### config.mk
export PLATFORM = sky130hd
export DESIGN_NAME = instr_fetch
export DESIGN_NICKNAME = d
export VERILOG_FILES = /design/src/rtl/instr_fetch_pkg.sv /design/src/rtl/instr_fetch_buffer.sv /design/src/rtl/instr_fetch.sv
export VERILOG_INCLUDE_DIRS = /design/src /design/src/rtl
export SDC_FILE = /design/constraint.sdc
export NUM_CORES = 1
export LEC_CHECK = 0
export CELL_PAD_IN_SITES_DETAIL_PLACEMENT = 0
export CELL_PAD_IN_SITES_GLOBAL_PLACEMENT = 1
export CORE_UTILIZATION = 35
export DETAILED_ROUTE_END_ITERATION = 16
export HOLD_SLACK_MARGIN = 0.12
export PLACE_DENSITY_LB_ADDON = 0.1
export SYNTH_ARGS = -nofsm -noshare
export SYNTH_HDL_FRONTEND = slang
export SYNTH_HIERARCHICAL = 1
export SYNTH_SLANG_ARGS = --single-unit
### constraint.sdc
create_clock -name clk -period 3.1 [get_ports clk]
set_clock_uncertainty 0.2 [all_clocks]
set_input_delay 0.775 -clock clk [delete_from_list [all_inputs] [get_ports clk]]
set_output_delay 0.775 -clock clk [all_outputs]
set_load 0.1 [all_outputs]
### src/rtl/riscv_defines.v
// Shared RISC-V datapath widths.
`ifndef RISCV_DEFINES_V
`define RISCV_DEFINES_V

`define RISCV_WORD_WIDTH  32
`define RISCV_ADDR_WIDTH  32
`define RISCV_HWORD_WIDTH 16

`endif

### src/rtl/instr_fetch_pkg.sv
// Types and constants shared by the instruction fetch unit and its halfword buffer.
`include "riscv_defines.v"

package instr_fetch_pkg;

    localparam int WORD_W    = `RISCV_WORD_WIDTH;
    localparam int ADDR_W    = `RISCV_ADDR_WIDTH;
    localparam int HW_W      = `RISCV_HWORD_WIDTH;
    localparam int BUF_SLOTS = 3;

    // Request tracking: idle, one live request, or one request whose data
    // belongs to a path abandoned by a redirect.
    typedef enum logic [1:0] {
        FS_IDLE = 2'd0,
        FS_WAIT = 2'd1,
        FS_DROP = 2'd2
    } fetch_state_e;

    // A halfword starts a 32-bit instruction only when its two LSBs are 11.
    function automatic logic is_compressed(input logic [HW_W-1:0] hw);
        return hw[1:0] != 2'b11;
    endfunction

endpackage

### src/rtl/instr_fetch_buffer.sv
// Three-slot halfword queue: pushes 1 or 2 halfwords, pops 1 or 2, flushes.
// Slot 0 always holds the oldest halfword.
`include "riscv_defines.v"

module fetch_buffer
    import instr_fetch_pkg::*;
(
    input  logic              clk,
    input  logic              rst_n,
    input  logic              flush,
    input  logic [1:0]        push_cnt,
    input  logic [WORD_W-1:0] push_data,
    input  logic [1:0]        pop_cnt,
    output logic [HW_W-1:0]   slot0,
    output logic [HW_W-1:0]   slot1,
    output logic [1:0]        count
);

    logic [BUF_SLOTS-1:0][HW_W-1:0] slots;
    logic [BUF_SLOTS-1:0][HW_W-1:0] slots_nxt;
    logic [1:0]                     count_nxt;
    logic [1:0]                     base;
    logic [HW_W-1:0]                push_lo;
    logic [HW_W-1:0]                push_hi;

    assign push_lo = push_data[HW_W-1:0];
    assign push_hi = push_data[WORD_W-1:HW_W];

    // Shift out popped halfwords, then append new ones behind the survivors.
    always_comb begin
        slots_nxt = slots;
        count_nxt = count;
        base      = count - pop_cnt;
        if (flush) begin
            count_nxt = 2'd0;
        end else begin
            unique case (pop_cnt)
                2'd0:    slots_nxt = slots;
                2'd1:    slots_nxt = {{HW_W{1'b0}}, slots[2:1]};
                default: slots_nxt = {{(2*HW_W){1'b0}}, slots[2]};
            endcase
            // The request gate guarantees base + push_cnt never exceeds 3.
            unique case (base)
                2'd0: begin
                    if (push_cnt != 2'd0) slots_nxt[0] = push_lo;
                    if (push_cnt == 2'd2) slots_nxt[1] = push_hi;
                end
                2'd1: begin
                    if (push_cnt != 2'd0) slots_nxt[1] = push_lo;
                    if (push_cnt == 2'd2) slots_nxt[2] = push_hi;
                end
                2'd2: begin
                    if (push_cnt != 2'd0) slots_nxt[2] = push_lo;
                end
                default: ;
            endcase
            count_nxt = base + push_cnt;
        end
    end

    // Buffer storage and occupancy.
    always_ff @(posedge clk or negedge rst_n) begin
        if (!rst_n) begin
            slots <= '0;
            count <= 2'd0;
        end else begin
            slots <= slots_nxt;
            count <= count_nxt;
        end
    end

    assign slot0 = slots[0];
    assign slot1 = slots[1];

endmodule

### src/rtl/instr_fetch.sv
// Instruction fetch: one-outstanding word requests into a halfword buffer,
// RVC-aware instruction extraction, and redirect (jump) handling.
`include "riscv_defines.v"

module instr_fetch
    import instr_fetch_pkg::*;
#(
    parameter logic [`RISCV_ADDR_WIDTH-1:0] RESET_PC = 32'h0000_0000
) (
    input  logic                         clk,
    input  logic                         rst_n,
    output logic                         mem_req_o,
    output logic [`RISCV_ADDR_WIDTH-1:0] mem_addr_o,
    input  logic                         mem_rvalid_i,
    input  logic [`RISCV_WORD_WIDTH-1:0] mem_rdata_i,
    input  logic                         jump_i,
    input  logic [`RISCV_ADDR_WIDTH-1:0] jump_addr_i,
    output logic [`RISCV_WORD_WIDTH-1:0] instr_o,
    output logic [`RISCV_ADDR_WIDTH-1:0] instr_addr_o,
    output logic                         instr_valid_o,
    input  logic                         instr_ready_i
);

    fetch_state_e      state;
    logic [ADDR_W-1:0] fetch_ptr;
    logic [ADDR_W-1:0] instr_addr;
    logic              misalign;

    logic [HW_W-1:0]   slot0;
    logic [HW_W-1:0]   slot1;
    logic [1:0]        count;
    logic              rvc;
    logic              fire;
    logic              accept;
    logic [1:0]        pop_cnt;
    logic [1:0]        push_cnt;
    logic [WORD_W-1:0] push_data;

    // Decode the head of the buffer and derive handshakes with memory and decoder.
    always_comb begin
        rvc           = is_compressed(slot0);
        instr_valid_o = !jump_i && ((count >= 2'd2) || (count == 2'd1 && rvc));
        instr_o       = rvc ? {{HW_W{1'b0}}, slot0} : {slot1, slot0};
        fire          = instr_valid_o && instr_ready_i;
        pop_cnt       = fire ? (rvc ? 2'd1 : 2'd2) : 2'd0;
        // Refill only when at least two slots are free, so a full word always fits.
        mem_req_o     = rst_n && (state == FS_IDLE) && (count <= 2'd1) && !jump_i;
        accept        = mem_rvalid_i && (state == FS_WAIT) && !jump_i;
        // After a redirect into the upper halfword, the lower half of the
        // first word precedes the target and is skipped.
        push_cnt      = accept ? (misalign ? 2'd1 : 2'd2) : 2'd0;
        push_data     = misalign ? {{HW_W{1'b0}}, mem_rdata_i[WORD_W-1:HW_W]} : mem_rdata_i;
    end

    fetch_buffer u_buf (
        .clk       (clk),
        .rst_n     (rst_n),
        .flush     (jump_i),
        .push_cnt  (push_cnt),
        .push_data (push_data),
        .pop_cnt   (pop_cnt),
        .slot0     (slot0),
        .slot1     (slot1),
        .count     (count)
    );

    // Request FSM plus fetch/issue pointers; a redirect overrides everything else.
    always_ff @(posedge clk or negedge rst_n) begin
        if (!rst_n) begin
            state      <= FS_IDLE;
            fetch_ptr  <= RESET_PC;
            instr_addr <= RESET_PC;
            misalign   <= 1'b0;
        end else if (jump_i) begin
            instr_addr <= jump_addr_i;
            fetch_ptr  <= {jump_addr_i[ADDR_W-1:2], 2'b00};
            misalign   <= jump_addr_i[1];
            unique case (state)
                // A response arriving with the jump is the stale one itself.
                FS_WAIT, FS_DROP: state <= mem_rvalid_i ? FS_IDLE : FS_DROP;
                default:          state <= FS_IDLE;
            endcase
        end else begin
            if (fire) begin
                instr_addr <= instr_addr + (rvc ? 32'd2 : 32'd4);
            end
            unique case (state)
                FS_IDLE: begin
                    if (mem_req_o) begin
                        fetch_ptr <= fetch_ptr + 32'd4;
                        state     <= FS_WAIT;
                    end
                end
                FS_WAIT: begin
                    if (mem_rvalid_i) begin
                        misalign <= 1'b0;
                        state    <= FS_IDLE;
                    end
                end
                FS_DROP: begin
                    if (mem_rvalid_i) begin
                        state <= FS_IDLE;
                    end
                end
                default: state <= FS_IDLE;
            endcase
        end
    end

    assign mem_addr_o   = fetch_ptr;
    assign instr_addr_o = instr_addr;

endmodule

==> qor.log, run 1 <==
INFO  sta            setup_viol=0
INFO  sta            maxSlewViolCount=0
INFO  cells_and_area n_fill_cell=1863
INFO  drt            postRouteAntennaNets=0
INFO  pwr            peakVddDrop=0.4133mV
INFO  worst_setup_path crit_arrival=3.17ns
INFO  drt            drtPass1Iterations=8
INFO  cells_and_area area.growth.synth_to_final=41.40%
INFO  place          gp_congestion=0.8099
INFO  yosys          synth_enable_flop_cells=0
INFO  yosys          post_synth_num_cell_types=68
INFO  floorplanning  placementRows=52
INFO  yosys          synth_seq_area_share=39.85%
INFO  yosys          synth_largest_area_cell=sky130_fd_sc_hd__dfrtp_1
INFO  grt            grt_overflow_total=0
INFO  cells_and_area final_layout_size_suffix_gt1_share=31.16%
INFO  pwr            p_leak=4.243nW
INFO  clock_tree     tritoncts_buffer_count=17
INFO  worst_setup_path timing.critical_path.to_type=flip-flop
INFO  worst_setup_path cell_family_with_the_largest_share_of_critical_path_delay=simple AND/OR/NAND/NOR gates
INFO  drt            wl=24.12mm
INFO  grt            grt_antenna_before_repair=0
INFO  floorplanning  die_area=21210um^2
INFO  clock_tree     clk-insertion-delay-late=0.42ns
INFO  floorplanning  floorplan.die.height=145.6um
INFO  place          port_buffers=164
INFO  pwr            finalPower=8.269mW
INFO  worst_setup_path reg2reg_from=u_buf/slot0[1]$_DFFE_PN0N_
INFO  clock_tree     clock_tree.htree_level_count=4
INFO  place          dpl_cell_area=9323um^2
INFO  floorplanning  die_width=145.6um
INFO  grt            grt_pass1_vias=6863
INFO  floorplanning  initial_core_util=35.69%
INFO  clock_tree     cts_root_buffer=sky130_fd_sc_hd__clkbuf_16
INFO  grt            track_usage=23.06%
INFO  yosys          syn-cell-area=7221um^2
INFO  grt            grt_first_pass_wirelength=38.21mm
INFO  worst_setup_path r2r_cells=12
INFO  worst_setup_path reg2reg_setup_slack=0.07ns
INFO  clock_tree     cts_tree=yes
INFO  worst_setup_path path_max_fanout=4
INFO  worst_setup_path rr_endpoint=u_buf/slots[45]$_DFFE_PN0N_
INFO  sta            final_period_minus_worst_setup_slack=3.027ns
INFO  worst_setup_path timing.critical_path.from_type=primary input
INFO  cells_and_area antenna_cells_inserted=0
INFO  hold_path      hold_class=primary input to asynchronous set/reset pin
INFO  floorplanning  io_pins=167
INFO  yosys          netlist_instances=761
INFO  worst_setup_path critPathBufInv=2
INFO  yosys          syn_avg_cell_area=9.488um^2
INFO  yosys          synth_top_area_share=39.85%
INFO  drt            post-route-drc-count=0
INFO  drt            detail_route.iter0.violations=541
INFO  floorplanning  core_area=20230um^2
INFO  sta            final_min_period_over_clock_period=97.64%
INFO  yosys          synth.top_cells.by_area=sky130_fd_sc_hd__dfrtp_1 40%, sky130_fd_sc_hd__mux2_2 7.0%, sky130_fd_sc_hd__buf_4 3.6%
INFO  yosys          synth_common_cells=115 x sky130_fd_sc_hd__dfrtp_1, 46 x sky130_fd_sc_hd__nor2_1, 45 x sky130_fd_sc_hd__mux2_2
INFO  worst_setup_path path_cells=dlygate4sd2_1 > o211ai_1 > a21oi_2 > ha_2 > xor2_2 > xnor2_2 > ha_1 > or3b_4 > nor4_4 > a211oi_4 > buf_4 > o21ai_1
INFO  grt            grt_start_max_net_pins=67
INFO  place          hpwl=17.06mm
INFO  sta            timing_hold_violations_final=0
INFO  sta            grt_setup_unrepaired=yes
INFO  sta            timing.hold.ws=0.1716ns
INFO  yosys          ys_seq_elements=115
INFO  sta            worstMarginPinSlew=0.7741ns
INFO  sta            slew_headroom=48.39%
INFO  drt            vias_per_cell=5.448
INFO  yosys          synth.most_common_cell=sky130_fd_sc_hd__dfrtp_1
INFO  sta            timing.setup.tns=0ns
INFO  worst_setup_path critPathMaxStageDelay=0.40ns
INFO  yosys          yosys_warnings=6
INFO  cells_and_area layoutNonFillerInstCount=1220
INFO  clock_tree     clock-sinks=115
INFO  clock_tree     clk_path_buf_depth=2
INFO  worst_setup_path worst-endpoint-required=3.25ns
INFO  place          place.detailed.instances=1179
INFO  sta            worst_slack=0.07319ns
INFO  pwr            p_per_area=809.9nW/um^2
INFO  yosys          synth_ff_type=sky130_fd_sc_hd__dfrtp_1
INFO  sta            maxClockFrequency=0.3304GHz
INFO  drt            wl_per_cell=19.77um
INFO  run            cap_viol_max_count=0
INFO  clock_tree     clkSlewWorstSetupHoldPaths=0.05ns
INFO  cells_and_area final_design_area_no_fill=10210um^2
INFO  worst_setup_path timing.setup.critical_path_class=primary input to flip-flop
INFO  status         status=finished, final reports clean
INFO  place          dp_slack=-1.192ns
INFO  cells_and_area final_net_count=1016
INFO  worst_setup_path cp_max_delay_cell=sky130_fd_sc_hd__or3b_4
INFO  drt            dr_total_vias=6646
INFO  cells_and_area final_core_util=50.46%
INFO  yosys          share_of_flip_flops_with_an_asynchronous_set_or_reset_after_synthesis=100.0%
[cell type report]
class,instances,area [um^2],share of cell area [%]
Clock inverter,9,150.1,1.471
Sequential cell,115,2878,28.19
Inverter,28,117.6,1.152
Clock buffer,23,488.0,4.779
Multi-Input combinational cell,540,3989,39.07
Timing Repair Buffer,235,2250,22.03
Tap cell,270,337.8,3.309
[cell families (layout without fill, tap and decap cells)]
group / after synthesis / after routing / share of synthesized area (%)
buffers and inverters: 108 / 295 / 7.971
XOR/XNOR: 52 / 52 / 6.307
AO/OA/AOI/OAI: 182 / 183 / 18.39
other: 1 / 2 / 0.05193
multiplexers: 50 / 50 / 7.711
flip-flops: 115 / 115 / 39.85
adder cells (fa/ha/maj): 10 / 10 / 1.733
AND/OR/NAND/NOR: 243 / 243 / 17.99
[layer usage]
layer | up-vias | global-route usage [%] | routed length [um]
li1 | 3116 | - | -
met1 | 3284 | 29.17 | 10390
met2 | 217 | 39.21 | 12330
met3 | 29 | 4.796 | 1065
met4 | 0 | 7.632 | 331
met5 | - | 0 | 0
[where the power goes]
part           internal [mW]  leakage (nW)  switching, mW
registers               1.88          1.41          0.359
logic                   1.20          2.53           2.69
clock network           1.43         0.309          0.716
[worst register-to-register path, stage by stage (launching register included)]
cell	delay, ns
sky130_fd_sc_hd__dfrtp_1	0.39
sky130_fd_sc_hd__a21boi_2	0.17
sky130_fd_sc_hd__o211ai_1	0.14
sky130_fd_sc_hd__a21oi_2	0.16
sky130_fd_sc_hd__ha_2	0.22
sky130_fd_sc_hd__xor2_2	0.18
sky130_fd_sc_hd__xnor2_2	0.16
sky130_fd_sc_hd__ha_1	0.28
sky130_fd_sc_hd__or3b_4	0.40
sky130_fd_sc_hd__nor4_4	0.27
sky130_fd_sc_hd__a211oi_4	0.09
sky130_fd_sc_hd__buf_4	0.18
sky130_fd_sc_hd__o21ai_1	0.12
[worst max-delay path by stage]
stage	from	to	slack, ns	cells past startpoint
CTS	u_buf/count[0]$_DFF_PN0_	u_buf/slots[35]$_DFFE_PN0N_	0.02	12
global placement	instr_ready_i	u_buf/slots[32]$_DFFE_PN0N_	-1.07	12
detailed placement	instr_ready_i	u_buf/slots[35]$_DFFE_PN0N_	-1.19	10
finish	instr_ready_i	u_buf/slots[45]$_DFFE_PN0N_	0.07	12
global route	u_buf/slot0[1]$_DFFE_PN0N_	u_buf/slots[34]$_DFFE_PN0N_	-0.09	12
floorplan	jump_i	u_buf/slots[40]$_DFFE_PN0N_	-0.15	12
[registers in the layout, summed over array words and instances (netlist names)]
signal and cells:
state 2, instr_addr_o 32, u_buf/slot1 16, misalign 1
u_buf/count 2, u_buf/slots 16, u_buf/slot0 16, mem_addr_o 30
[layout by cell type (no fill, tap or decap), types with 10 or more instances in the layout]
cell type,count
sky130_fd_sc_hd__a21boi_0,10
sky130_fd_sc_hd__o21ai_0,11
sky130_fd_sc_hd__nor3_1,12
sky130_fd_sc_hd__a21oi_1,19
sky130_fd_sc_hd__o31ai_1,15
sky130_fd_sc_hd__dfrtp_1,115
sky130_fd_sc_hd__inv_1,26
sky130_fd_sc_hd__a22oi_1,23
sky130_fd_sc_hd__clkdlybuf4s50_1,65
sky130_fd_sc_hd__and3_1,31
sky130_fd_sc_hd__mux2_2,45
sky130_fd_sc_hd__nand3_1,25
sky130_fd_sc_hd__nand2_1,41
sky130_fd_sc_hd__xnor2_1,28
sky130_fd_sc_hd__xor2_1,22
sky130_fd_sc_hd__nor2b_1,20
sky130_fd_sc_hd__nand2b_1,12
sky130_fd_sc_hd__a221oi_1,16
sky130_fd_sc_hd__buf_12,23
sky130_fd_sc_hd__nor2_1,42
sky130_fd_sc_hd__buf_4,139
sky130_fd_sc_hd__nand4_1,20
sky130_fd_sc_hd__clkbuf_16,18
sky130_fd_sc_hd__o21ai_2,13
[timing repair]
item / 4_1_cts / 5_1_grt
pin swaps: 9 / 18
hold buffers: 0 / 0
gates cloned: 1 / 2
setup buffers: 4 / 5
setup endpoints to repair: 53 / 33
resized for setup: 13 / 38
(Power assumes the default switching activity.)
==> run 2: changes to the inputs <==
--- a/config.mk
+++ b/config.mk
@@ -11,5 +11,5 @@
 export CORE_UTILIZATION = 35
 export DETAILED_ROUTE_END_ITERATION = 16
-export HOLD_SLACK_MARGIN = 0.12
+export HOLD_SLACK_MARGIN = 0.03
 export PLACE_DENSITY_LB_ADDON = 0.1
 export SYNTH_ARGS = -nofsm -noshare
==> constraint.sdc (replaced) <==
create_clock -name clk -period 3.1 [get_ports clk]
set_clock_uncertainty 0.2 [all_clocks]
set_input_delay 0.31 -clock clk [delete_from_list [all_inputs] [get_ports clk]]
set_output_delay 0.31 -clock clk [all_outputs]
set_load 0.05 [all_outputs]
==> qor.log, run 2 (synthesized netlist as in run 1, its figures left out) <==
INFO  drt            wl_per_cell=19.67um
INFO  place          port_buffers=164
INFO  worst_setup_path timing.critical_path.to_type=flip-flop
INFO  clock_tree     clk-insertion-delay-late=0.42ns
INFO  run            cap_viol_max_count=0
INFO  floorplanning  initial_core_util=35.69%
INFO  sta            final_min_period_over_clock_period=98.47%
INFO  worst_setup_path cp_max_delay_cell=sky130_fd_sc_hd__or3b_4
INFO  cells_and_area antenna_cells_inserted=0
INFO  floorplanning  io_pins=167
INFO  sta            maxSlewViolCount=0
INFO  worst_setup_path worst-endpoint-required=3.24ns
INFO  worst_setup_path path_max_fanout=11
INFO  clock_tree     clkSlewWorstSetupHoldPaths=0.06ns
INFO  sta            timing_hold_violations_final=0
INFO  clock_tree     cts_tree=yes
INFO  hold_path      hold_class=flip-flop to flip-flop
INFO  cells_and_area layout.cells.most_common_list=160 x sky130_fd_sc_hd__clkdlybuf4s50_1, 115 x sky130_fd_sc_hd__dfrtp_1, 54 x sky130_fd_sc_hd__buf_4, 45 x sky130_fd_sc_hd__mux2_2, 43 x sky130_fd_sc_hd__nor2_1
INFO  cells_and_area area.growth.synth_to_final=39.18%
INFO  worst_setup_path timing.critical_path.from_type=flip-flop
INFO  place          hpwl=17.05mm
INFO  grt            gr_met2_demand_resource=38.97%
INFO  floorplanning  placementRows=52
INFO  drt            wl=23.74mm
INFO  floorplanning  die_width=145.6um
INFO  cells_and_area final_design_area_no_fill=10050um^2
INFO  drt            vias_per_cell=5.481
INFO  grt            track_usage=22.55%
INFO  pwr            p_per_area=739.2nW/um^2
INFO  sta            worstMarginPinSlew=1.067ns
INFO  drt            postRouteAntennaNets=0
INFO  grt            grt_antenna_before_repair=0
INFO  clock_tree     tritoncts_buffer_count=17
INFO  status         status=finished, final reports clean
INFO  floorplanning  core_area=20230um^2
INFO  pwr            p_leak=4.029nW
INFO  sta            slew_headroom=28.86%
INFO  grt            grt_pass1_vias=6817
INFO  pwr            peakVddDrop=0.3083mV
INFO  cells_and_area mostFrequentLayoutCell=sky130_fd_sc_hd__clkdlybuf4s50_1
INFO  grt            grt_overflow_total=0
INFO  grt            grt_start_max_net_pins=81
INFO  drt            detail_route.iter0.violations=468
INFO  drt            dr_total_vias=6616
INFO  worst_setup_path timing.setup.critical_path_class=flip-flop to flip-flop
INFO  place          gp_congestion=0.8604
INFO  cells_and_area final_layout_size_suffix_gt1_share=19.42%
INFO  worst_setup_path path_cells=a21boi_4 > o211ai_1 > a21oi_2 > ha_2 > xor2_2 > xnor2_2 > ha_1 > or3b_4 > buf_6 > nor2_4 > buf_12 > a22oi_1 > o21ai_1
INFO  floorplanning  die_area=21210um^2
INFO  grt            grt_first_pass_wirelength=37.17mm
INFO  grt            grt.met3_usage=3.730%
INFO  drt            drtPass1Iterations=5
INFO  cells_and_area final_core_util=49.67%
INFO  grt            busiest_layer_in_global_routing=met2
INFO  place          dpl_cell_area=9175um^2
INFO  clock_tree     clk_path_buf_depth=2
INFO  sta            maxClockFrequency=0.3276GHz
INFO  floorplanning  floorplan.die.height=145.6um
INFO  cells_and_area largest_reg_flops=32
INFO  worst_setup_path critPathMaxStageDelay=0.42ns
INFO  clock_tree     clock_tree.htree_level_count=4
INFO  sta            grt_setup_unrepaired=yes
INFO  drt            post-route-drc-count=0
INFO  cells_and_area final_net_count=1004
INFO  sta            setup_viol=0
INFO  cells_and_area n_fill_cell=1910
INFO  grt            grt_util_met1=27.52%
INFO  worst_setup_path crit_arrival=3.19ns
INFO  clock_tree     clock-sinks=115
INFO  clock_tree     cts_root_buffer=sky130_fd_sc_hd__clkbuf_16
INFO  sta            final_period_minus_worst_setup_slack=3.053ns
## run 2: changes by cell type in the layout (fill, tap and decap cells not counted), moves of 2 or more
cell                              delta
sky130_fd_sc_hd__buf_12             -21
sky130_fd_sc_hd__a21oi_1             +2
sky130_fd_sc_hd__clkinvlp_4          -2
sky130_fd_sc_hd__a22oi_2             -3
sky130_fd_sc_hd__buf_4              -85
sky130_fd_sc_hd__clkdlybuf4s50_1    +95
sky130_fd_sc_hd__clkbuf_1            -2
sky130_fd_sc_hd__o22a_2              +2
sky130_fd_sc_hd__a22oi_1             +3
sky130_fd_sc_hd__o21ai_2             -2
sky130_fd_sc_hd__o21ai_1             +2
## run 2: report_power, final
part / switching [mW] / internal [mW]
sequential: 0.360 / 1.88
clock: 0.699 / 1.53
combinational: 1.81 / 1.15
## run 2: layout make-up
cell class | instances | area (um^2) | area share [%]
multi-input combinational | 540 | 3943 | 39.23
sequential | 115 | 2878 | 28.64
timing repair buffer | 223 | 2118 | 21.08
clock buffer | 22 | 494.2 | 4.918
tap | 270 | 337.8 | 3.362
clock inverter | 9 | 173.9 | 1.731
inverter | 28 | 105.1 | 1.046
## run 2: metal layers
metal / vias to the layer above / routed length [um]
li1: 3096 / -
met1: 3215 / 10120
met2: 247 / 11620
met3: 58 / 1234
met4: 0 / 770
met5: - / 0
## run 2: critical path: cells and delay by family (launching register included)
family	cells	cell delay, ns
fa+ha+maj	2	0.49
simple gates	2	0.54
flops	1	0.37
xor+xnor	2	0.43
compound gates	5	0.64
buf+inv	2	0.29
## run 2: timing repair
action | CTS | global route
gates resized for setup | 31 | 20
hold buffers | 1 | 0
gates cloned | 0 | 1
pin swaps | 8 | 9
setup buffers | 4 | 2
hold endpoints to repair | 35 | 0
setup endpoints to repair | 25 | 49
## run 2: final timing paths
| path | from | to | slack (ns) | cells after the start |
|---|---|---|---|---|
| worst max register to register | u_buf/count[0]$_DFF_PN0_ | u_buf/slots[36]$_DFFE_PN0N_ | 0.05 | 13 |
| min in group asynchronous | rst_n | mem_addr_o[26]$_DFFE_PN0P_ | 0.33 | 3 |
| worst min-delay path | u_buf/slot0[13]$_DFFE_PN0N_ | u_buf/slot0[13]$_DFFE_PN0N_ | 0.28 | 2 |
| worst min register to register | u_buf/slot0[13]$_DFFE_PN0N_ | u_buf/slot0[13]$_DFFE_PN0N_ | 0.28 | 2 |
| worst max-delay path | u_buf/count[0]$_DFF_PN0_ | u_buf/slots[36]$_DFFE_PN0N_ | 0.05 | 13 |
| max in group asynchronous | rst_n | u_buf/slot1[10]$_DFFE_PN0N_ | 0.91 | 4 |
## run 2: metrics by stage
step | power (mW) | std cells | hold WS, ns | setup WS [ns] | setup TNS (ns)
after floorplan | 4.245 | 762 | -0.1856 | 0.004690 | 0
after global placement | 5.030 | 1168 | 0.2362 | -0.5607 | -12.74
after detailed placement | 5.086 | 1168 | 0.2351 | -0.7044 | -15.59
after CTS | 7.408 | 1204 | 0.2852 | -0.006652 | -0.01629
after global routing | 7.782 | 1207 | 0.2932 | -0.09335 | -0.9894
final | 7.429 | 1207 | 0.2832 | 0.04747 | 0
==> run 3: changes to the inputs <==
Settings changed: CORE_ASPECT_RATIO set to 0.9, CTS_CLUSTER_SIZE set to 28, GPL_TIMING_DRIVEN set to 0.
==> qor.log, run 3 (synthesized netlist as in run 1, its figures left out) <==
INFO  drt            dr_total_vias=6995
INFO  pwr            finalPower=8.006mW
INFO  cells_and_area final_layout_size_suffix_gt1_share=26.36%
INFO  clock_tree     clkSlewWorstSetupHoldPaths=0.05ns
INFO  place          gp_congestion=0.8767
INFO  drt            detail_route.iter0.violations=486
INFO  worst_setup_path cell_family_with_the_largest_share_of_critical_path_delay=compound AO/OA/AOI/OAI gates
INFO  place          dp_slack=-1.519ns
INFO  clock_tree     clk-insertion-delay-late=0.42ns
INFO  floorplanning  initial_core_util=35.91%
INFO  sta            worst_slack=-0.1563ns
INFO  worst_setup_path critPathMaxStageDelay=0.44ns
INFO  worst_setup_path timing.critical_path.to_type=flip-flop
INFO  drt            postRouteAntennaNets=0
INFO  cells_and_area final_design_area_no_fill=10910um^2
INFO  floorplanning  io_pins=167
INFO  floorplanning  core_area=20110um^2
INFO  worst_setup_path path_max_fanout=7
INFO  worst_setup_path timing.setup.critical_path_class=flip-flop to flip-flop
INFO  pwr            clock_power_share=25.7%
INFO  clock_tree     cts_root_buffer=sky130_fd_sc_hd__clkbuf_16
INFO  worst_setup_path worst-endpoint-required=3.19ns
INFO  pwr            switching_share=39.72%
INFO  grt            grt_pass1_vias=6950
INFO  worst_setup_path timing.critical_path.from_type=flip-flop
INFO  worst_setup_path critPathBufInv=3
INFO  status         status=complete, but fails checks
INFO  run            cap_viol_max_count=0
INFO  grt            grt_first_pass_wirelength=40.23mm
INFO  worst_setup_path reg2reg_from=u_buf/slot0[0]$_DFFE_PN0N_
INFO  clock_tree     clock-sinks=115
INFO  floorplanning  die_width=153.4um
INFO  drt            post-route-drc-count=0
INFO  cells_and_area antenna_cells_inserted=0
INFO  drt            wl=26.31mm
INFO  floorplanning  placementRows=49
INFO  pwr            switchingPower=3.180mW
INFO  grt            grt_overflow_total=0
INFO  grt            track_usage=24.65%
INFO  clock_tree     clock_tree.htree_level_count=4
INFO  sta            final_period_minus_worst_setup_slack=3.256ns
INFO  place          port_buffers=164
INFO  floorplanning  floorplan.die.height=138.3um
INFO  drt            vias_per_cell=5.618
INFO  worst_setup_path path_cells=buf_6 > a21boi_4 > o211ai_1 > a21oi_4 > ha_4 > xor2_4 > xnor2_4 > ha_4 > buf_6 > a21o_1 > a211oi_4 > buf_6 > o21ai_2
INFO  sta            maxSlewViolCount=0
INFO  worst_setup_path crit_start=u_buf/slot0[0]$_DFFE_PN0N_
INFO  grt            grt_start_max_net_pins=78
INFO  cells_and_area final_net_count=1058
INFO  sta            final_min_period_over_clock_period=105.0%
INFO  grt            grt_antenna_before_repair=1
INFO  worst_setup_path cp_max_delay_cell=sky130_fd_sc_hd__a211oi_4
INFO  sta            grt_setup_unrepaired=yes
INFO  worst_setup_path crit_arrival=3.35ns
INFO  sta            setup_viol=31
INFO  pwr            peakVddDrop=0.4435mV
INFO  cells_and_area largest_reg_flops=32
INFO  cells_and_area multi_input_comb_area=4357um^2
INFO  pwr            internal_power=4.826mW
INFO  sta            timing.setup.tns=-3.171ns
INFO  cells_and_area mostFrequentLayoutCell=sky130_fd_sc_hd__clkdlybuf4s50_1
INFO  pwr            p_leak=4.385nW
INFO  sta            slew_headroom=32.19%
INFO  place          dpl_cell_area=9265um^2
INFO  cells_and_area final_core_util=54.25%
INFO  pwr            power_frac_seq=28.9%
INFO  cells_and_area seq_cell_area=2878um^2
INFO  sta            maxClockFrequency=0.3071GHz
INFO  drt            wl_per_cell=21.13um
INFO  cells_and_area n_fill_cell=1812
INFO  status         failed_checks=setup timing
INFO  cells_and_area area.growth.synth_to_final=51.08%
INFO  cells_and_area layout.cells.most_common_list=162 x sky130_fd_sc_hd__clkdlybuf4s50_1, 115 x sky130_fd_sc_hd__dfrtp_1, 54 x sky130_fd_sc_hd__buf_4, 45 x sky130_fd_sc_hd__mux2_2, 42 x sky130_fd_sc_hd__nor2_1
INFO  pwr            p_per_area=733.9nW/um^2
INFO  sta            timing_hold_violations_final=0
INFO  place          hpwl=18.13mm
INFO  pwr            power.share.combinational=45.4%
INFO  drt            drtPass1Iterations=8
INFO  hold_path      hold_class=primary input to asynchronous set/reset pin
INFO  sta            worstMarginPinSlew=1.017ns
INFO  clock_tree     clk_path_buf_depth=2
INFO  floorplanning  die_area=21210um^2
INFO  clock_tree     tritoncts_buffer_count=17
INFO  worst_setup_path critical_path.most_common_cell=sky130_fd_sc_hd__buf_6
INFO  clock_tree     cts_tree=yes
run 3: per-layer routing:
metal	wire (um)	global-route usage, %
met2	11650	36.91
met4	433	6.421
met5	0	0
met1	12430	36.06
met3	1795	5.016
run 3: layout make-up:
| cell class | instances | share of cell area (%) |
|---|---|---|
| clock inverters | 9 | 1.181 |
| multi-input cells | 539 | 39.94 |
| repair buffers | 199 | 18.41 |
| flip-flops and latches | 115 | 26.38 |
| clock buffers | 21 | 4.404 |
| inverters | 28 | 1.032 |
| well taps | 255 | 2.925 |
| plain buffers | 79 | 5.735 |
run 3: worst reg2reg max path: stages, from the launching register on:
cell and delay [ns]:
sky130_fd_sc_hd__dfrtp_1 0.39, sky130_fd_sc_hd__buf_6 0.14, sky130_fd_sc_hd__a21boi_4 0.16, sky130_fd_sc_hd__o211ai_1 0.22, sky130_fd_sc_hd__a21oi_4 0.22, sky130_fd_sc_hd__ha_4 0.18, sky130_fd_sc_hd__xor2_4 0.20, sky130_fd_sc_hd__xnor2_4 0.17
sky130_fd_sc_hd__ha_4 0.24, sky130_fd_sc_hd__buf_6 0.12, sky130_fd_sc_hd__a21o_1 0.18, sky130_fd_sc_hd__a211oi_4 0.44, sky130_fd_sc_hd__buf_6 0.22, sky130_fd_sc_hd__o21ai_2 0.07
run 3: path summary, 6_finish.rpt:
check | depth (start not counted) | slack, ns | end
worst min register to register | 2 | 0.30 | u_buf/slot0[9]$_DFFE_PN0N_
worst min-delay path | 3 | 0.26 | u_buf/slot0[9]$_DFFE_PN0N_
max in group asynchronous | 3 | 2.20 | u_buf/slot1[11]$_DFFE_PN0N_
min in group clk | 3 | 0.28 | instr_addr_o[10]$_DFFE_PN0P_
worst max register to register | 13 | -0.16 | u_buf/slots[39]$_DFFE_PN0N_
worst max-delay path | 13 | -0.16 | u_buf/slots[39]$_DFFE_PN0N_
run 3: through the flow:
stage | cells | hold WS (ns)
after global placement | 1181 | 0.2671
final | 1245 | 0.2628
after global routing | 1245 | 0.3017
after floorplan | 762 | -0.1856
after CTS | 1236 | 0.2451
after detailed placement | 1182 | 0.06034
run 3: repair_timing:
action                     CTS  global route
gates resized for setup     96            88
setup endpoints to repair   56            71
hold buffers                 2             0
buffers inserted            20             8
cloned                       2             2
pin swaps                   27            33
hold endpoints to repair    40             0
run 3: power groups by stage:
stage | sequential (mW) | combinational, mW | clock (mW)
floorplan | 2.47 | 1.78 | 0
global placement | 2.23 | 2.98 | 0
detailed placement | 2.25 | 3.03 | 0
CTS | 2.24 | 3.37 | 2.08
global route | 2.36 | 3.85 | 2.15
finish | 2.31 | 3.63 | 2.06
